===== src/rtl/mem_port_arbiter_if.sv =====
// Bus bundle between the cpu datapath, the memory-port arbiter and physical memory.
// The slave modport is the arbiter's view. The master modport is the view of the
// surrounding system, which drives the requests and the physical memory responses.
interface mem_port_arbiter_if #(
    parameter int ADDR_W = 32,
    parameter int DATA_W = 32
);
    localparam int MASK_W = DATA_W / 8;

    // Instruction-fetch side (port a)
    logic              read_a;
    logic [ADDR_W-1:0] address_a;
    logic              resp_a;
    logic [DATA_W-1:0] rdata_a;

    // Data-access side (port b)
    logic              read_b;
    logic              write;
    logic [MASK_W-1:0] wmask;
    logic [ADDR_W-1:0] address_b;
    logic [DATA_W-1:0] wdata;
    logic              resp_b;
    logic [DATA_W-1:0] rdata_b;

    // Physical memory side
    logic              pmem_read;
    logic              pmem_write;
    logic [ADDR_W-1:0] pmem_address;
    logic [DATA_W-1:0] pmem_wdata;
    logic [MASK_W-1:0] pmem_wmask;
    logic [DATA_W-1:0] pmem_rdata;
    logic              pmem_resp;

    modport slave (
        input  read_a, address_a, read_b, write, wmask, address_b, wdata,
        input  pmem_rdata, pmem_resp,
        output resp_a, rdata_a, resp_b, rdata_b,
        output pmem_read, pmem_write, pmem_address, pmem_wdata, pmem_wmask
    );

    modport master (
        output read_a, address_a, read_b, write, wmask, address_b, wdata,
        output pmem_rdata, pmem_resp,
        input  resp_a, rdata_a, resp_b, rdata_b,
        input  pmem_read, pmem_write, pmem_address, pmem_wdata, pmem_wmask
    );
endinterface


===== src/rtl/mem_port_arbiter.sv =====
// Shares one physical memory port between instruction fetch (port a) and data
// access (port b). One transaction is in flight at a time; the granted request is
// latched so the physical strobes stay stable whatever the requesters do meanwhile.
// The data side wins ties, but after STARVE_LIMIT data grants taken while fetch was
// waiting, fetch is forced through on the next decision.
module mem_port_arbiter #(
    parameter int ADDR_W       = 32,
    parameter int DATA_W       = 32,
    parameter int STARVE_LIMIT = 4
) (
    input  logic                  clk,
    input  logic                  rst,
    mem_port_arbiter_if.slave     bus
);
    localparam int MASK_W = DATA_W / 8;
    localparam int CNT_W  = $clog2(STARVE_LIMIT + 1);
    localparam logic [CNT_W-1:0] CNT_LIMIT = CNT_W'(STARVE_LIMIT);
    localparam logic [CNT_W-1:0] CNT_ONE   = CNT_W'(1);

    typedef enum logic [1:0] {
        IDLE   = 2'd0,
        SERV_I = 2'd1,
        SERV_D = 2'd2
    } state_t;

    state_t            state_q, state_d;
    logic [ADDR_W-1:0] addr_q, addr_d;
    logic [DATA_W-1:0] wdata_q, wdata_d;
    logic [MASK_W-1:0] wmask_q, wmask_d;
    logic              op_write_q, op_write_d;
    logic [CNT_W-1:0]  starve_cnt_q, starve_cnt_d;

    logic i_pend_s;
    logic d_pend_s;
    logic grant_i_s;
    logic grant_d_s;
    logic resp_a_s;
    logic resp_b_s;

    // Grant decision: data first, fetch when alone or when it has waited too long
    always_comb begin
        i_pend_s  = bus.read_a;
        d_pend_s  = bus.read_b | bus.write;
        grant_i_s = i_pend_s & (~d_pend_s | (starve_cnt_q == CNT_LIMIT));
        grant_d_s = d_pend_s & ~grant_i_s;
    end

    // Next state, request latching and starvation counting
    always_comb begin
        state_d      = state_q;
        addr_d       = addr_q;
        wdata_d      = wdata_q;
        wmask_d      = wmask_q;
        op_write_d   = op_write_q;
        starve_cnt_d = starve_cnt_q;
        case (state_q)
            IDLE: begin
                if (grant_i_s) begin
                    state_d      = SERV_I;
                    addr_d       = bus.address_a;
                    wdata_d      = {DATA_W{1'b0}};
                    wmask_d      = {MASK_W{1'b0}};
                    op_write_d   = 1'b0;
                    starve_cnt_d = {CNT_W{1'b0}};
                end else if (grant_d_s) begin
                    state_d    = SERV_D;
                    addr_d     = bus.address_b;
                    wdata_d    = bus.wdata;
                    wmask_d    = bus.wmask;
                    // A simultaneous read_b and write is treated as a write
                    op_write_d = bus.write;
                    if (i_pend_s && (starve_cnt_q != CNT_LIMIT)) begin
                        starve_cnt_d = starve_cnt_q + CNT_ONE;
                    end else begin
                        starve_cnt_d = starve_cnt_q;
                    end
                end else begin
                    state_d = IDLE;
                end
            end
            SERV_I, SERV_D: begin
                if (bus.pmem_resp) begin
                    state_d = IDLE;
                end else begin
                    state_d = state_q;
                end
            end
            default: begin
                state_d = IDLE;
            end
        endcase
    end

    // State and latched-request registers
    always_ff @(posedge clk or posedge rst) begin
        if (rst) begin
            state_q      <= IDLE;
            addr_q       <= {ADDR_W{1'b0}};
            wdata_q      <= {DATA_W{1'b0}};
            wmask_q      <= {MASK_W{1'b0}};
            op_write_q   <= 1'b0;
            starve_cnt_q <= {CNT_W{1'b0}};
        end else begin
            state_q      <= state_d;
            addr_q       <= addr_d;
            wdata_q      <= wdata_d;
            wmask_q      <= wmask_d;
            op_write_q   <= op_write_d;
            starve_cnt_q <= starve_cnt_d;
        end
    end

    // Completion is a same-cycle pass-through of pmem_resp to the served side only
    always_comb begin
        resp_a_s = (state_q == SERV_I) & bus.pmem_resp;
        resp_b_s = (state_q == SERV_D) & bus.pmem_resp;
    end

    assign bus.resp_a       = resp_a_s;
    assign bus.resp_b       = resp_b_s;
    assign bus.rdata_a      = resp_a_s ? bus.pmem_rdata : {DATA_W{1'b0}};
    assign bus.rdata_b      = resp_b_s ? bus.pmem_rdata : {DATA_W{1'b0}};
    assign bus.pmem_read    = (state_q != IDLE) & ~op_write_q;
    assign bus.pmem_write   = (state_q == SERV_D) & op_write_q;
    assign bus.pmem_address = addr_q;
    assign bus.pmem_wdata   = wdata_q;
    assign bus.pmem_wmask   = wmask_q;
endmodule

===== src/flat_wrapper.sv =====
// flat-port wrapper written by rule: the top's interface ports become plain ports
module mem_port_arbiter_flat 
#(
    parameter int ADDR_W       = 32,
    parameter int DATA_W       = 32,
    parameter int STARVE_LIMIT = 4
)
  (clk, rst, bus_read_a, bus_address_a, bus_read_b, bus_write, bus_wmask, bus_address_b, bus_wdata, bus_pmem_rdata, bus_pmem_resp, bus_resp_a, bus_rdata_a, bus_resp_b, bus_rdata_b, bus_pmem_read, bus_pmem_write, bus_pmem_address, bus_pmem_wdata, bus_pmem_wmask);
  mem_port_arbiter_if #(.ADDR_W(ADDR_W), .DATA_W(DATA_W)) bus_i ();
  input  logic clk;
  input  logic rst;
  input wire logic [$bits(bus_i.read_a)-1:0] bus_read_a;
  input wire logic [$bits(bus_i.address_a)-1:0] bus_address_a;
  input wire logic [$bits(bus_i.read_b)-1:0] bus_read_b;
  input wire logic [$bits(bus_i.write)-1:0] bus_write;
  input wire logic [$bits(bus_i.wmask)-1:0] bus_wmask;
  input wire logic [$bits(bus_i.address_b)-1:0] bus_address_b;
  input wire logic [$bits(bus_i.wdata)-1:0] bus_wdata;
  input wire logic [$bits(bus_i.pmem_rdata)-1:0] bus_pmem_rdata;
  input wire logic [$bits(bus_i.pmem_resp)-1:0] bus_pmem_resp;
  output wire logic [$bits(bus_i.resp_a)-1:0] bus_resp_a;
  output wire logic [$bits(bus_i.rdata_a)-1:0] bus_rdata_a;
  output wire logic [$bits(bus_i.resp_b)-1:0] bus_resp_b;
  output wire logic [$bits(bus_i.rdata_b)-1:0] bus_rdata_b;
  output wire logic [$bits(bus_i.pmem_read)-1:0] bus_pmem_read;
  output wire logic [$bits(bus_i.pmem_write)-1:0] bus_pmem_write;
  output wire logic [$bits(bus_i.pmem_address)-1:0] bus_pmem_address;
  output wire logic [$bits(bus_i.pmem_wdata)-1:0] bus_pmem_wdata;
  output wire logic [$bits(bus_i.pmem_wmask)-1:0] bus_pmem_wmask;
  assign bus_i.read_a = bus_read_a;
  assign bus_i.address_a = bus_address_a;
  assign bus_i.read_b = bus_read_b;
  assign bus_i.write = bus_write;
  assign bus_i.wmask = bus_wmask;
  assign bus_i.address_b = bus_address_b;
  assign bus_i.wdata = bus_wdata;
  assign bus_i.pmem_rdata = bus_pmem_rdata;
  assign bus_i.pmem_resp = bus_pmem_resp;
  assign bus_resp_a = bus_i.resp_a;
  assign bus_rdata_a = bus_i.rdata_a;
  assign bus_resp_b = bus_i.resp_b;
  assign bus_rdata_b = bus_i.rdata_b;
  assign bus_pmem_read = bus_i.pmem_read;
  assign bus_pmem_write = bus_i.pmem_write;
  assign bus_pmem_address = bus_i.pmem_address;
  assign bus_pmem_wdata = bus_i.pmem_wdata;
  assign bus_pmem_wmask = bus_i.pmem_wmask;
  mem_port_arbiter #(.ADDR_W(ADDR_W), .DATA_W(DATA_W), .STARVE_LIMIT(STARVE_LIMIT)) u_core (.clk(clk), .rst(rst), .bus(bus_i));
endmodule

===== config.mk =====
export PLATFORM = sky130hd
export DESIGN_NAME = mem_port_arbiter_flat
export DESIGN_NICKNAME = d
export VERILOG_FILES = /design/src/rtl/mem_port_arbiter_if.sv /design/src/rtl/mem_port_arbiter.sv /design/src/flat_wrapper.sv
export SDC_FILE = /design/constraint.sdc
export NUM_CORES = 1
export LEC_CHECK = 0
export CAP_MARGIN = 20
export CORE_MARGIN = 5
export CORE_UTILIZATION = 37
export DETAILED_ROUTE_END_ITERATION = 6
export PLACE_DENSITY = 0.9
export RECOVER_POWER = 50
export SLEW_MARGIN = 40
export SYNTH_ARGS = -nofsm -noshare
export SYNTH_HDL_FRONTEND = slang
export SYNTH_SLANG_ARGS = --single-unit

===== constraint.sdc =====
create_clock -name clk -period 6.65 [get_ports clk]
set_input_delay 0.9975 -clock clk [delete_from_list [all_inputs] [get_ports clk]]
set_output_delay 0.9975 -clock clk [all_outputs]
set_load 0.005 [all_outputs]

==> flow_summary_export.csv, run 1 <==
group,metric,value,unit
status,status,"completed",
setup_path,worstPathRequired,5.65,ns
clock_network,clk_pin_slew,0.09,ns
grt,grt_pass1_vias,4057,
pwr,power_switching,858,uW
synthesis,ys.warnings.count,0,
clock_network,cts.repair.resized,0,
layout,drive_above_1_share,0.0490,
pwr,pwr-share-seq,0.328,
synthesis,synth_edf_count,0,
layout,regArea,0.00185,mm^2
synthesis,synth_commonest_cells,"74 x dfrtp_1, 64 x and3_1, 36 x a22o_1, 33 x nor2_1",
sta,setup_tns,0,ns
layout,fin_util,0.690,
pwr,switching_share,0.357,
sta,fin_crit,3.67,ns
drt,ant_nets,0,
layout,fin_nets,771,
clock_network,cts_htree_levels,3,
worst_hold_path,worstHoldPathType,"reg -> reg",
floorplanning,die_w,109,um
floorplanning,placementRows,36,
setup_path,critPathLaunchType,"input port",
clock_network,insertion_delay,0.34,ns
sta,rsz0062_at_grt,"false",
placement,place_congestion,0.784,
drt,vias,4111,
synthesis,ys_async_sr_fraction,1.00,
floorplanning,die_area,0.0120,mm^2
sta,period_share,0.552,
pwr,pwr-share-comb,0.512,
sta,maxSlewHeadroom,0.462,
grt,grt_usage,0.232,
clock_network,cts.path.max_buffers,2,
flow_run,drv_cap,0,
grt,busiest_layer,"met2",
drt,detail_route.vias_per_cell,5.37,
synthesis,synth_area_per_cell,9.72,um^2
sta,hold_viol,0,
synthesis,synth_cells,376,
grt,grtUsageMet1,0.249,
clock_network,postCtsSetupBuffers,0,
sta,skew,0.0133,ns
grt,grt_util_met3,0.0622,
pwr,power_frac_clock,0.160,
setup_path,path_max_fanout,67,
pwr,power_density,360,mW/mm^2
clock_network,cts_tree,"done",
clock_network,clock-root-buffer,"clkbuf_8",
pwr,cellLeakagePower,2.93,nW
grt,grt_max_degree,75,
setup_path,critical_path_class,"in -> out",
layout,multi_input_area,0.00163,mm^2
pwr,internal_power,1.55,mW
clock_network,tritoncts_num_sinks,74,
layout,nFillCells,737,
floorplanning,ioPinCount,274,
sta,worst_slack,2.98,ns
grt,overflow,0,
floorplanning,die_h,109,um
grt,antenna_found_initial,0,
setup_path,arrival,2.68,ns
placement,portBuffers,273,
drt,wirelength,14900,um
synthesis,synth_top_area_cell,"dfrtp_1",
setup_path,cp-end-kind,"output pin",
grt,grt.met2_usage,0.431,
placement,dp_hpwl,11200,um
drt,drt_iter0_markers,249,
synthesis,synth-seq-cells,74,
clock_network,cts_made_buffers,9,
synthesis,synthDistinctLibCells,28,
synthesis,synth_ff_type,"dfrtp_1",
grt,grt_pass1_wl,21700,um
placement,post-place-ws,3.00,ns
synthesis,syn_area,0.00365,mm^2
pwr,peakVddDrop,0.000187,V
synthesis,synth_top_area_frac,0.507,
drt,drt_first_pass_iters,4,
clock_network,cts_hold_buf,0,
sta,tightest_slew,0.804,ns
sta,maxSlewViolCount,0,
floorplanning,initial_utilization,0.377,
drt,wl_per_cell,19.4,um
layout,n_antenna_cell,0,
synthesis,ys_seq_area_frac,0.507,
synthesis,yosysMostFrequentCell,"dfrtp_1",
sta,finalSetupViolCount,0,
layout,area_delta_synth_final,82.9,%
synthesis,yosys-top-cells-area,"dfrtp_1 51%, and3_1 11%, a22o_1 8.6%, a31oi_1 5.5%, a21oi_1 4.4%",
sta,max_freq,272,MHz
drt,drc,0,
synthesis,syn_nets,519,
floorplanning,core,0.00968,mm^2
## critical path: stages
cell and delay (ns):
clkdlybuf4s50_1 0.46, buf_4 0.40, and3_1 0.22, clkdlybuf4s50_1 0.59
## power by group through the flow
| stage | registers, mW | logic, mW | clock network, mW |
|---|---|---|---|
| 6_report | 0.790 | 1.23 | 0.385 |
| 4_1_cts | 0.799 | 1.32 | 0.393 |
| 5_1_grt | 0.814 | 1.33 | 0.417 |
| 2_1_floorplan | 0.805 | 0.550 | 0 |
| 3_5_place_dp | 0.805 | 1.31 | 0 |
| 3_3_place_gp | 0.786 | 1.26 | 0 |
## state kept, by name, summed over array words and instances (netlist names)
name and count:
u_core.starve_cnt_q 3, u_core.op_write_q 1, u_core.state_q 2, u_core.bus.pmem_wmask 4
u_core.bus.pmem_address 32, u_core.bus.pmem_wdata 32
## per-layer routing
metal  wire [um]  vias to the layer above  share of wire
met5           0                        -              0
met4         566                        0          0.038
met3        1340                       37          0.090
met2        7890                      217           0.53
met1        5060                     1972           0.34
li1            -                     1885              -
## per-stage QoR
stage | instance area [um^2] | total power [mW] | hold slack, ns | instances
3_5_place_dp | 6460 | 2.12 | 0.491 | 750
2_1_floorplan | 3650 | 1.36 | 0.475 | 376
6_report | 6690 | 2.41 | 0.508 | 766
3_3_place_gp | 6430 | 2.05 | 0.488 | 749
5_1_grt | 6690 | 2.56 | 0.521 | 766
4_1_cts | 6680 | 2.51 | 0.515 | 766
## layout make-up
cell class	instances	area share
clock buffers	10	0.0191
clock inverters	6	0.0135
inverters	6	0.00337
multi-input cells	257	0.244
flip-flops and latches	74	0.277
well taps	133	0.0249
repair buffers	280	0.418
## worst paths after layout
| kind | start | end | slack (ns) | cells past startpoint |
|---|---|---|---|---|
| max in group asynchronous | rst | u_core.bus.pmem_address[24] | 4.90 | 3 |
| min in group asynchronous | rst | u_core.bus.pmem_wdata[25] | 1.27 | 3 |
| setup reg to reg | u_core.state_q[0] | u_core.bus.pmem_wdata[9] | 4.52 | 7 |
| hold / removal | u_core.bus.pmem_wdata[22] | u_core.bus.pmem_wdata[22] | 0.51 | 1 |
| setup / recovery | bus_pmem_resp | bus_rdata_b[1] | 2.98 | 4 |
| hold reg to reg | u_core.bus.pmem_wdata[22] | u_core.bus.pmem_wdata[22] | 0.51 | 1 |
## cell families (layout without fill, tap and decap cells)
family,after synthesis,count (layout),synth area share
compound gates,143,143,0.262
simple gates,108,108,0.159
flops,74,74,0.507
buf+inv,45,302,0.0520
fa+ha+maj,5,5,0.0171
mux,1,1,0.00308
## layout by cell type, fill, tap and decap left out, types with 2 or more instances in the layout
cell             count
and2_1               3
bufinv_16            2
a21oi_1             32
clkbuf_8             9
dfrtp_1             74
nand2_1              5
o21ai_0             30
and3_1              64
inv_1                4
dlygate4sd3_1       69
a21o_1               2
o21ai_1              3
nor2_1              33
a31oi_1             32
a22o_1              36
clkdlybuf4s50_1    204
buf_4                5
ha_1                 3
ha_2                 2
(Power assumes the default switching activity.)
==> run 2: changes to the inputs <==
--- a/config.mk
+++ b/config.mk
@@ -7,9 +7,9 @@
 export LEC_CHECK = 0
 export CAP_MARGIN = 20
 export CORE_MARGIN = 5
-export CORE_UTILIZATION = 37
+export CORE_UTILIZATION = 34
 export DETAILED_ROUTE_END_ITERATION = 6
-export PLACE_DENSITY = 0.9
+export PLACE_DENSITY = 0.84
 export RECOVER_POWER = 50
 export SLEW_MARGIN = 40
 export SYNTH_ARGS = -nofsm -noshare
==> constraint.sdc (replaced) <==
create_clock -name clk -period 3.8 [get_ports clk]
set_input_delay 0.57 -clock clk [delete_from_list [all_inputs] [get_ports clk]]
set_output_delay 0.57 -clock clk [all_outputs]
set_load 0.005 [all_outputs]
==> run 2 against run 1 <==
Against the previous run:
- the flow now finishes with violations (capacitance limit, slew limit)
- cell count increased by 0.39%
- hold slack got worse by 0.0069 ns
- first-iteration DRC count increased by 5.6%
- register-to-register slack got worse by 3.0 ns
- sequential share of layout area about the same
==> flow_summary_export.csv, run 2 (synthesis gave the netlist of run 1 again) <==
group,metric,value,unit
status,status,"finished with violations",
status,violations,"capacitance limit, slew limit",
placement,dp_hpwl,11000,um
clock_network,cts_htree_levels,3,
sta,max_freq,364,MHz
flow_run,drv_cap,1,
clock_network,clock-root-buffer,"clkbuf_8",
clock_network,insertion_delay,0.34,ns
layout,fin_util,0.641,
placement,portBuffers,273,
sta,fin_crit,2.75,ns
drt,drc,0,
setup_path,critical_path_class,"in -> out",
drt,detail_route.vias_per_cell,5.31,
floorplanning,placementRows,37,
grt,grtUsageMet1,0.242,
clock_network,cts_hold_buf,0,
grt,grt_pass1_vias,4225,
floorplanning,initial_utilization,0.351,
clock_network,tritoncts_num_sinks,74,
sta,maxSlewHeadroom,-0.213,
drt,wirelength,14500,um
layout,fin_nets,772,
floorplanning,die_area,0.0129,mm^2
floorplanning,core,0.0104,mm^2
sta,tightest_slew,1.82,ns
setup_path,critPathLaunchType,"input port",
drt,vias,4082,
layout,area_delta_synth_final,82.7,%
layout,drive_above_1_share,0.0474,
placement,place_congestion,0.876,
pwr,power_density,629,mW/mm^2
sta,period_share,0.724,
layout,layout_commonest_cell,"clkdlybuf4s50_1",
sta,skew,0.0127,ns
worst_hold_path,worstHoldPathType,"reg -> reg",
sta,rsz0062_at_grt,"false",
setup_path,arrival,2.18,ns
setup_path,crit_path_frequent_cell,"clkdlybuf4s50_1",
floorplanning,die_w,114,um
grt,grt_usage,0.214,
setup_path,critPathSlowestCell,"clkdlybuf4s50_1",
sta,finalSetupViolCount,0,
sta,setup_tns,0,ns
setup_path,max_stage_delay,0.51,ns
floorplanning,ioPinCount,274,
grt,busiest_layer,"met2",
setup_path,worstPathRequired,3.23,ns
grt,grt.met2_usage,0.375,
clock_network,postCtsSetupBuffers,0,
clock_network,cts_made_buffers,9,
drt,ant_nets,0,
grt,grt_pass1_wl,22000,um
setup_path,worstPathCellList,"clkdlybuf4s50_1, buf_4, and3_1, clkdlybuf4s50_1",
pwr,peakVddDrop,0.000351,V
clock_network,cts_tree,"done",
grt,grt_max_degree,75,
floorplanning,die_h,114,um
sta,maxSlewViolCount,75,
pwr,cellLeakagePower,2.94,nW
layout,final_cell_mix,"205 x clkdlybuf4s50_1, 74 x dfrtp_1, 68 x dlygate4sd3_1",
drt,drt_first_pass_iters,4,
grt,overflow,0,
drt,wl_per_cell,18.9,um
clock_network,clk_pin_slew,0.08,ns
layout,n_antenna_cell,0,
drt,drt_iter0_markers,263,
clock_network,cts.path.max_buffers,2,
sta,hold_viol,0,
grt,antenna_found_initial,0,
setup_path,path_max_fanout,67,
grt,grt_util_met3,0.0515,
clock_network,cts.repair.resized,0,
setup_path,cp-end-kind,"output pin",
-- run 2: area by class of cell --
type                    count  area (um^2)
fillers                   850         3740
repair buffers            281         2800
flip-flops and latches     74         1850
multi-input cells         257         1610
well taps                 136          170
clock buffers              11          151
clock inverters             4         73.8
inverters                   6         22.5
-- run 2: path summary, 6_finish.rpt --
check / depth (start not counted) / to / startpoint / slack (ns)
max reg2reg: 6 / u_core.bus.pmem_address[18] / u_core.starve_cnt_q[0] / 1.48
min: 1 / u_core.bus.pmem_wdata[30] / u_core.bus.pmem_wdata[30] / 0.50
min reg2reg: 1 / u_core.bus.pmem_wdata[30] / u_core.bus.pmem_wdata[30] / 0.50
max: 4 / bus_rdata_b[17] / bus_pmem_resp / 1.05
max in group asynchronous: 3 / u_core.bus.pmem_address[2] / rst / 1.42
min in group asynchronous: 3 / u_core.bus.pmem_wdata[25] / rst / 1.31
-- run 2: stage by stage --
step	hold slack, ns	area [um^2]	power, mW	setup slack, ns	std cells
4_1_cts	0.514	6690	4.39	0.833	769
3_5_place_dp	0.494	6460	3.68	1.03	754
2_1_floorplan	0.475	3650	2.37	1.35	376
3_3_place_gp	0.489	6440	3.58	1.11	753
5_1_grt	0.530	6680	4.50	0.955	769
6_report	0.501	6680	4.20	1.05	769
-- run 2: report_power, final --
| part | total, mW | switching, mW | internal, mW |
|---|---|---|---|
| clock network | 0.695 | 0.291 | 0.404 |
| logic | 2.13 | 0.963 | 1.17 |
| registers | 1.37 | 0.205 | 1.17 |
-- run 2: critical path, delay by kind of cell --
kind                   cells  cell delay, ns
buffers and inverters      3            1.35
and+or+nand+nor            1            0.25
-- run 2: routing by layer --
| metal | up-vias | share of wire |
|---|---|---|
| li1 | 1894 | - |
| met1 | 1913 | 0.37 |
| met2 | 229 | 0.50 |
| met3 | 46 | 0.088 |
| met4 | 0 | 0.043 |
| met5 | - | 0 |
==> run 3: changes to the inputs <==
--- a/config.mk
+++ b/config.mk
@@ -7,9 +7,9 @@
 export LEC_CHECK = 0
 export CAP_MARGIN = 20
 export CORE_MARGIN = 5
-export CORE_UTILIZATION = 34
+export CORE_UTILIZATION = 31
 export DETAILED_ROUTE_END_ITERATION = 6
-export PLACE_DENSITY = 0.84
+export PLACE_DENSITY = 0.8
 export RECOVER_POWER = 50
 export SLEW_MARGIN = 40
 export SYNTH_ARGS = -nofsm -noshare
==> constraint.sdc (replaced) <==
create_clock -name clk -period 2.35 [get_ports clk]
set_input_delay 0.3525 -clock clk [delete_from_list [all_inputs] [get_ports clk]]
set_output_delay 0.3525 -clock clk [all_outputs]
set_load 0.005 [all_outputs]
==> run 3 against run 2 <==
Against the previous run:
- the flow still finishes with violations (capacitance limit, slew limit)
- global-route usage decreased by 1.9 points
- cell count up 2.0%
- routed wire length rose by 0.29%
- count of clock-buffer cells in the layout is the same
- sequential share of layout area shrank 0.87 points
==> flow_summary_export.csv, run 3 (synthesis gave the netlist of run 1 again) <==
group,metric,value,unit
status,status,"finished with violations",
status,violations,"capacitance limit, slew limit",
placement,dp_hpwl,11100,um
grt,busiest_layer,"met2",
layout,nFillCells,960,
clock_network,postCtsSetupBuffers,0,
clock_network,cts_htree_levels,3,
clock_network,cts_made_buffers,9,
layout,layout_commonest_cell,"clkdlybuf4s50_1",
floorplanning,core,0.0115,mm^2
grt,grt_usage,0.195,
clock_network,cts_hold_buf,0,
setup_path,reg2regPathDepth,6,
grt,grt_pass1_vias,4215,
layout,final_cell_mix,"209 x clkdlybuf4s50_1, 74 x dfrtp_1, 64 x and3_1, 64 x dlygate4sd3_1, 36 x a22o_1",
clock_network,cts_tree,"done",
pwr,power_density,1060,mW/mm^2
placement,place_area,0.00652,mm^2
grt,grt_pass1_wl,22400,um
setup_path,critPathSlowestCell,"clkdlybuf4s50_1",
layout,n_antenna_cell,0,
setup_path,cp-end-kind,"output pin",
sta,fin_crit,2.28,ns
setup_path,crit_cells,5,
grt,grt_max_degree,68,
layout,area_delta_synth_final,88.7,%
flow_run,drv_cap,1,
sta,max_freq,439,MHz
drt,wl_per_cell,18.6,um
sta,maxSlewHeadroom,-0.0392,
sta,period_share,0.969,
sta,tightest_slew,1.56,ns
floorplanning,die_w,119,um
grt,grt.met2_usage,0.346,
setup_path,worstPathCellList,"inv_1, ha_1, buf_6, and3_1, clkdlybuf4s50_1",
clock_network,clk_pin_slew,0.06,ns
sta,hold_viol,0,
layout,fin_nets,779,
sta,holdWs,0.499,ns
sta,finalSetupViolCount,0,
grt,overflow,0,
drt,detail_route.vias_per_cell,5.27,
grt,grt_util_met3,0.0573,
placement,portBuffers,273,
drt,vias,4135,
clock_network,clock-root-buffer,"clkbuf_16",
sta,maxSlewViolCount,28,
layout,drive_above_1_share,0.0562,
setup_path,critical_path_class,"reg -> out",
setup_path,critPathLaunchType,"flip-flop",
worst_hold_path,worstHoldPathType,"reg -> reg",
clock_network,insertion_delay,0.33,ns
drt,ant_nets,0,
drt,wirelength,14600,um
pwr,cellLeakagePower,3.02,nW
setup_path,critPathTopFamily,"buffers and inverters",
floorplanning,placementRows,39,
clock_network,cts.path.max_buffers,2,
floorplanning,initial_utilization,0.319,
drt,drt_first_pass_iters,5,
setup_path,path_buf_inv,3,
layout,design_area,0.00690,mm^2
worst_hold_path,whs_path_depth,1,
floorplanning,die_h,119,um
sta,skew,0.00568,ns
floorplanning,die_area,0.0141,mm^2
sta,rsz0062_at_grt,"true",
drt,drt_iter0_markers,217,
drt,drc,0,
pwr,peakVddDrop,0.000552,V
setup_path,arrival,1.93,ns
grt,grtUsageMet1,0.215,
setup_path,path_max_fanout,33,
grt,antenna_found_initial,0,
setup_path,worstPathRequired,2.00,ns
placement,place_congestion,0.836,
setup_path,max_stage_delay,0.51,ns
floorplanning,ioPinCount,274,
clock_network,tritoncts_num_sinks,74,
run 3: changes by cell type in the layout (fill, tap and decap cells not counted), sizes merged:
cell           change
clkdlybuf4s50      +4
buf                +5
inv                -2
clkbuf             +2
clkinvlp           +2
dlygate4sd3        -4
clkinv             +1
run 3: layout make-up:
cell class / count / area, um^2 / area share
clock buffers: 11 / 243 / 0.0352
clock inverters: 5 / 77.6 / 0.0113
inverters: 6 / 26.3 / 0.00381
multi-input cells: 257 / 1630 / 0.236
flip-flops and latches: 74 / 1850 / 0.269
well taps: 143 / 179 / 0.0259
repair buffers: 288 / 2890 / 0.420
run 3: metal layers:
metal  wire length [um]  part of all wire  up-vias
met1               5330              0.37     1960
met3               1260             0.086       32
met5                  0                 0        -
met4                437             0.030        0
met2               7570              0.52      228
li1                   -                 -     1915
run 3: worst register-to-register path, delay by kind of cell, from the launching register on:
family                     cells  cell delay (ns)
AOI/OAI and AO/OA              3             0.78
buffers and inverters          2             0.38
DFF                            1             0.41
adders and majority gates      1             0.32
run 3: repair_timing:
item                                    CTS  global route
endpoints found under the hold margin     0             0
pin swaps                                 0             0
cloned                                    0             1
endpoints found under the setup margin    6            66
resized for setup                         1             6
run 3: through the flow:
stage	std cells	util	total power [mW]	setup slack, ns	setup TNS, ns
after floorplan	376	-	3.83	0.116	0
after global placement	766	0.568	5.84	0.138	0
after detailed placement	767	0.569	5.98	0.0518	0
after CTS	783	0.597	7.51	0.0100	0
after global routing	784	0.601	7.78	-0.0235	-0.103
final	784	0.601	7.30	0.0717	0
run 3: path summary, 6_finish.rpt:
check	endpoint	from	slack (ns)
min in group asynchronous	u_core.bus.pmem_wmask[2]	rst	0.85
max reg2reg	u_core.bus.pmem_wdata[7]	u_core.state_q[0]	0.40
min	u_core.bus.pmem_wdata[17]	u_core.bus.pmem_wdata[17]	0.50
max in group asynchronous	u_core.bus.pmem_address[17]	rst	0.41
max	bus_rdata_a[15]	u_core.state_q[1]	0.07
min reg2reg	u_core.bus.pmem_wdata[17]	u_core.bus.pmem_wdata[17]	0.50
run 3: where the power goes:
group / total, mW / internal [mW] / switching (mW) / leakage [nW]
sequential: 2.24 / 1.90 / 0.348 / 0.881
combinational: 3.59 / 2.00 / 1.59 / 1.99
clock: 1.46 / 0.954 / 0.505 / 0.156
total: 7.30 / 4.85 / 2.44 / 3.02
